`src/rtl/uart_tx_arbiter.sv`:
```
// uart_tx_arbiter: round-robin, packet-locked sharing of one UART tx ready/valid port; ARB_TIMEOUT_EN adds stalled-owner release.
// Latency: 1 cycle req_valid->grant, then combinational pass-through; exactly 1 idle bubble between packets.
// Backpressure: tx_ready feeds straight to the owner's req_ready; every non-owner sees ready low.
module uart_tx_arbiter #(
    parameter int NUM_REQ        = 2,
    parameter int TIMEOUT_CYCLES = 1_250_000
) (
    input  logic                 clk,
    input  logic                 rst_n,
    input  logic [NUM_REQ*8-1:0] req_data,
    input  logic [NUM_REQ-1:0]   req_valid,
    input  logic [NUM_REQ-1:0]   req_last,
    output logic [NUM_REQ-1:0]   req_ready,
    output logic [7:0]           tx_data,
    output logic                 tx_valid,
    input  logic                 tx_ready,
    output logic [NUM_REQ-1:0]   grant,
    output logic                 busy
);
    localparam int PTR_W = $clog2(NUM_REQ);

    typedef enum logic {ST_IDLE, ST_LOCKED} state_t;

    state_t             state_q, state_d;
    logic [NUM_REQ-1:0] grant_q, grant_d;
    logic [PTR_W-1:0]   gidx_q, gidx_d;
    logic [PTR_W-1:0]   rr_ptr_q, rr_ptr_d;
    logic               busy_q, busy_d;
    logic [PTR_W-1:0]   pick_idx;
    logic               pick_vld;
    logic               release_now;
    logic               xfer;

`ifdef ARB_TIMEOUT_EN
    localparam int CNT_W = $clog2(TIMEOUT_CYCLES + 1);
    logic [CNT_W-1:0] cnt_q, cnt_d;
`endif

    assign grant = grant_q;
    assign busy  = busy_q;

    // Downward scan so the candidate closest to rr_ptr wins.
    always_comb begin
        int cand;
        cand     = 0;
        pick_idx = '0;
        pick_vld = 1'b0;
        for (int k = NUM_REQ - 1; k >= 0; k--) begin
            cand = int'(rr_ptr_q) + k;
            if (cand >= NUM_REQ) cand = cand - NUM_REQ;
            if (req_valid[PTR_W'(cand)]) begin
                pick_vld = 1'b1;
                pick_idx = PTR_W'(cand);
            end
        end
    end

    always_comb begin
        tx_data   = '0;
        tx_valid  = 1'b0;
        req_ready = '0;
        if (state_q == ST_LOCKED) begin
            tx_data           = req_data[{gidx_q, 3'b000} +: 8];
            tx_valid          = req_valid[gidx_q];
            req_ready[gidx_q] = tx_ready;
        end
    end

    assign xfer = tx_valid && tx_ready;

    always_comb begin
        state_d     = state_q;
        grant_d     = grant_q;
        gidx_d      = gidx_q;
        rr_ptr_d    = rr_ptr_q;
        release_now = 1'b0;
`ifdef ARB_TIMEOUT_EN
        cnt_d       = '0;
`endif
        case (state_q)
            ST_IDLE: begin
                if (pick_vld) begin
                    state_d = ST_LOCKED;
                    gidx_d  = pick_idx;
                    grant_d = NUM_REQ'(1) << pick_idx;
                end
            end
            default: begin
                if (xfer && req_last[gidx_q]) begin
                    release_now = 1'b1;
                end
`ifdef ARB_TIMEOUT_EN
                else if (!req_valid[gidx_q]) begin
                    if (cnt_q == CNT_W'(TIMEOUT_CYCLES - 1)) release_now = 1'b1;
                    else                                     cnt_d = cnt_q + CNT_W'(1);
                end
`endif
                if (release_now) begin
                    state_d  = ST_IDLE;
                    grant_d  = '0;
                    rr_ptr_d = (gidx_q == PTR_W'(NUM_REQ - 1)) ? '0 : gidx_q + PTR_W'(1);
                end
            end
        endcase
        busy_d = (state_d == ST_LOCKED);
    end

    always_ff @(posedge clk or negedge rst_n) begin
        if (!rst_n) begin
            state_q  <= ST_IDLE;
            grant_q  <= '0;
            gidx_q   <= '0;
            rr_ptr_q <= '0;
            busy_q   <= 1'b0;
        end else begin
            state_q  <= state_d;
            grant_q  <= grant_d;
            gidx_q   <= gidx_d;
            rr_ptr_q <= rr_ptr_d;
            busy_q   <= busy_d;
        end
    end

`ifdef ARB_TIMEOUT_EN
    always_ff @(posedge clk or negedge rst_n) begin
        if (!rst_n) cnt_q <= '0;
        else        cnt_q <= cnt_d;
    end
`endif

endmodule

```
`config.mk`:
```
export PLATFORM = sky130hd
export DESIGN_NAME = uart_tx_arbiter
export DESIGN_NICKNAME = d
export VERILOG_FILES = /design/src/rtl/uart_tx_arbiter.sv
export SDC_FILE = /design/constraint.sdc
export NUM_CORES = 1
export LEC_CHECK = 0
export ABC_CLOCK_PERIOD_IN_PS = 3150
export BUFFER_PORTS_ARGS = -buffer_cell sky130_fd_sc_hd__buf_4
export CAP_MARGIN = 40
export CORE_AREA = 2 2 39 41
export CTS_BUF_LIST = sky130_fd_sc_hd__clkbuf_8
export CTS_CLUSTER_DIAMETER = 30
export DETAILED_ROUTE_END_ITERATION = 12
export DIE_AREA = 0 0 41 43
export PLACE_DENSITY_LB_ADDON = 0.08
export SLEW_MARGIN = 20
export SYNTH_ARGS = -nofsm -noshare
export SYNTH_HDL_FRONTEND = slang
export SYNTH_SLANG_ARGS = --single-unit
export TNS_END_PERCENT = 30
```
`constraint.sdc`:
```
create_clock -name clk -period 3.15 [get_ports clk]
set_input_delay 0 -clock clk [delete_from_list [all_inputs] [get_ports clk]]
set_output_delay 0 -clock clk [all_outputs]
set_load 0.005 [all_outputs]
```
Word-level counts from Yosys, hierarchy flattened

Cells that the tools add are included.

Register bits: 5
Output and inout bits: 14
Bits of input ports: 23
Word-level logic and storage cells: 54

Bitwise logic cells: 2
Reductions and logical operators: 7
Shift-type cells: 2
Add/subtract/negate cells: 4
Mux-type cells: 28
Equality and inequality tests: 1
Magnitude comparators: 6

Operator list:

| operator                                                                            | count |
|---|---|
| 1-bit 2-to-1 mux                                                                    | 22 |
| 16-bit by 5-bit variable part select with 8-bit output                              | 1 |
| 2-bit 2-to-1 mux                                                                    | 4 |
| 8-bit 2-to-1 mux                                                                    | 1 |
| 1-bit by 3-bit < comparator with 1-bit output, second input constant                | 2 |
| 2-bit AND reduction                                                                 | 3 |
| 1-bit logical AND                                                                   | 3 |
| 1-bit by 1-bit adder with 2-bit output, second input constant                       | 1 |
| 2-bit AND                                                                           | 1 |
| 1-bit by 2-bit greater-or-equal comparator with 1-bit output, second input constant | 1 |
| 2-bit greater-or-equal comparator, second input constant                            | 1 |
| 1-bit by 2-bit < comparator with 1-bit output, second input constant                | 1 |
| 2-bit by 1-bit != test with 1-bit output, second input constant                     | 1 |
| 2-bit nonzero test                                                                  | 1 |
| 1-bit by 1-bit << shifter with 2-bit output, first input constant                   | 1 |
| 1-bit subtractor, second input constant                                             | 2 |
| 1-bit adder, second input constant                                                  | 1 |
| 1-bit demux with 1-bit select                                                       | 1 |
| 1-bit greater-or-equal comparator, second input constant                            | 1 |
| 1-bit inverter                                                                      | 1 |

Logic depth before layout (Yosys ltp)

Depth in word-level cells: 11
Gate-level depth with buffers: 4
Depth with buffers taken out: 3

Worst setup path before layout

No wires, ideal clock.

Path kind: register -> register
Start: register gidx_q
End: register rr_ptr_q
Data required time: 3.071 ns
Arrival: 1.041 ns
Setup time: 0.079 ns
Period minus slack after synthesis: 1.120 ns
Slack: 2.030 ns
Cell stages (with the launch flop): 5
Buffers on the path: 1
Path through: dfrtp_1 > buf_6 > mux2_4 > nand4b_4 > mux2i_1

Cells in the longest elaborated chain, start to end: 8
Elaborated cells between the ends (all ways): 12
Those cells by class: add/sub: 1; mux: 8; reduce/logical: 3

RTL lines:

| item                                                 | RTL line | RTL |
|---|---|---|
| start, declared                                      | 26       | `logic [PTR_W-1:0] gidx_q, gidx_d;` |
| start signal, assigned                               | 118      | `gidx_q <= gidx_d;` |
| 1-bit 2-to-1 mux (not written as such) (2 in series) | 64       | `tx_valid = req_valid[gidx_q];` |
| 1-bit 2-to-1 mux                                     | 62       | `if (state_q == ST_LOCKED) begin` |
| 1-bit logical AND                                    | 69       | `assign xfer = tx_valid && tx_ready;` |
| 1-bit logical AND                                    | 89       | `if (xfer && req_last[gidx_q]) begin` |
| 1-bit 2-to-1 mux                                     | 89       |  |
| 1-bit 2-to-1 mux                                     | 80       | `case (state_q)` |
| 2-bit AND reduction (no source line)                 | --       |  |
| end signal, assigned                                 | 119      | `rr_ptr_q <= rr_ptr_d;` |
| end, declared                                        | 27       | `logic [PTR_W-1:0] rr_ptr_q, rr_ptr_d;` |

Several ways; a longest one is shown, not always the timed one. The select of a mux whose other input is x is not followed.
A chain may end at the register's enable or synchronous reset.

Final worst setup path

Start: register gidx_q
End: register grant_q[1], in the netlist grant[1]

Cells in the longest elaborated chain, start to end: 9
Elaborated cells between the ends (all ways): 11
Those cells by class: eq/ne: 1; mux: 7; reduce/logical: 3

RTL lines:

| item                                                        | RTL line | RTL |
|---|---|---|
| 1-bit 2-to-1 mux (not written as such) (2 in series)        | 64       |  |
| 1-bit 2-to-1 mux                                            | 62       |  |
| 1-bit logical AND                                           | 69       |  |
| 1-bit logical AND *                                         | 89       |  |
| 1-bit 2-to-1 mux *                                          | 89       |  |
| 1-bit 2-to-1 mux *                                          | 80       |  |
| 2-bit by 1-bit != test with 1-bit output (no source line) * | --       |  |
| 2-bit AND reduction (no source line) *                      | --       |  |
| end signal, assigned                                        | 117      | `grant_q <= grant_d;` |
| end, declared                                               | 25       | `logic [NUM_REQ-1:0] grant_q, grant_d;` |

Every way passes the cells marked *; elsewhere a longest branch is shown, timed or not. The select of a mux whose other input is x is not followed.

==> results.yml <==
power:
  p_leak_nw: 0.404
  p_per_area_nw_per_um2: 727
  total_power_mw: 0.533
  ir_worst_vdd_mv: 0.263
detailed_routing:
  avgRoutedWirePerCell_um: 10.4
  wl_um: 977
  drc: 0
  drtAntennaViolNets: 0
  first_pass_iters: 2
  drt_iter0_drc: 1
  viasPerCell: 4.41
  vias: 415
clock_tree:
  clk_path_buf_depth: 2
  cts_buffers: 3
  cts_setup_buffers: 0
  cts.repair.resized: 0
  htree_levels: 1
  cts_hold_buf: 1
  cts.clk_slew.worst_paths_ps: 40
  clkLatencyLatePin_ps: 220
  cts.sinks: 5
  cts_tree: "done"
  clockRootBuffer: "clkbuf_8"
die:
  io_pins: 37
  core_um2: 1380
  die_x_um: 41
  dieArea_um2: 1760
  die_y_um: 43
  core.rowCount: 14
  initial_core_util_pct: 29.7
worst_setup_path:
  path_cells: "mux2i_1 -> nand4b_4 -> a31o_1"
  worst-path-buf-inv: 0
  crit_family: "flip-flops"
  critPathKind: "reg -> reg"
  arrival_ps: 1570
  cpPeakStageDelay_ps: 720
  cp.required_ps: 3250
  cp-end-kind: "flip-flop"
  path_max_fanout: 14
  critPathLaunchType: "flip-flop"
  slowest_stage: "dfrtp_1"
grt:
  grt_pass1_wl_um: 1590
  antenna_found_initial: 0
  grt_max_degree: 16
  gr-total-overflow: 0
  globalRouteTotalUtil_pct: 12.5
  grt_pass1_vias: 426
sta:
  fin_hold_ws_ps: 10.3
  relSlewSlack_pct: 59.9
  finalHoldViolations: 0
  setup_viol: 0
  worstMarginPinSlew_ps: 602
  rsz0062_at_grt: "no"
  setup_slack_ps: 1680
  period_share_pct: 46.7
  fmax_mhz: 680
  finalClockSkew_ps: 1.58
  period_needed_ps: 1470
  slew_viol_final: 0
  tns_ps: 0
place:
  gp_congestion: 0.583
  post_dp_cell_area_um2: 678
  dpl.cell_count: 89
  io_buffers: 36
  dp_hpwl_um: 802
  place_ws_ps: 1650
synthesis:
  synth.distinct_cells: 17
  synth_top_area_share_pct: 30.5
  netlist_top_cells_area: "dfrtp_1 30%, mux2i_1 27%, nor2b_1 14%"
  yosys_register_bits: 5
  synth_top_area_cell: "dfrtp_1"
  syn-num-nets: 63
  netlist_instances: 40
  syn_area_um2: 410
  ys_warn_count: 0
  yosysSeqAreaShare_pct: 30.5
  avgSynthCellArea_um2: 10.3
cells_and_area:
  finalNonFillerCells: 94
  final_common_cell: "buf_4"
  postLayoutCoreUtil_pct: 53.0
  drive_above_1_share_pct: 52.6
  nNetsFinal: 102
  syn2layout_area_growth_pct: 78.7
  num_antenna_cells: 0
  final_cell_mix: "36 x buf_4, 11 x mux2i_1, 9 x nor2b_1, 5 x dfrtp_1, 3 x clkbuf_8"
  fillers: 132
  design_area_um2: 733
hold_path:
  hold_class: "in -> reg"
status:
  status: "completed"
flow_run:
  max_cap_violations: 0
[layer usage]
metal  routed length (um)  track usage (%)
met1                  398             16.7
met2                  481             18.8
met3                   98             2.09
met4                    0             6.00
met5                    0                0
[power by group]
part / internal, mW / switching, mW / total, mW
Sequential: 0.0916 / 0.0565 / 0.148
Clock: 0.0833 / 0.0292 / 0.113
Combinational: 0.187 / 0.0855 / 0.273
[synth_stat cells]
cell / count
mux2i_1: 11
nor2b_1: 9
dfrtp_1: 5
nor2_1: 2
a21o_1: 1
a31o_1: 1
a31oi_1: 1
and3_1: 1
buf_4: 1
buf_6: 1
clkbuf_1: 1
inv_1: 1
mux2_4: 1
nand2_1: 1
nand2b_1: 1
nand4b_4: 1
o21a_1: 1
[cell type report]
class | instances | area [um^2] | share of cell area (%)
Timing Repair Buffer | 37 | 280 | 38.2
Clock inverter | 1 | 3.75 | 0.512
Tap cell | 16 | 20.0 | 2.73
Sequential cell | 5 | 125 | 17.1
Multi-Input combinational cell | 31 | 259 | 35.3
Inverter | 1 | 3.75 | 0.512
Clock buffer | 3 | 41.3 | 5.63
[state kept, by name, summed over array words and instances (netlist names)]
| register | count |
|---|---|
| grant | 2 |
| gidx_q | 1 |
| rr_ptr_q | 1 |
| busy | 1 |
[worst paths after layout]
| kind | endpoint | slack [ps] | start | cells after the start |
|---|---|---|---|---|
| worst max-delay path | grant[1] | 1680 | gidx_q | 3 |
| min in group asynchronous | rr_ptr_q | 130 | rst_n | 2 |
| worst min register to register | grant[1] | 500 | grant[1] | 1 |
| max in group asynchronous | busy | 2920 | rst_n | 2 |
| worst min-delay path | grant[0] | 10 | tx_ready | 2 |
| worst max register to register | grant[1] | 1680 | gidx_q | 3 |
[kinds of logic after synthesis]
kind of cell,count (synthesis),share of synthesized area (%)
and+or+nand+nor,15,25.3
muxes,12,30.5
DFF,5,30.5
AOI/OAI and AO/OA,4,7.32
buffers and inverters,4,6.40
Power figures use the tool's default switching activity.
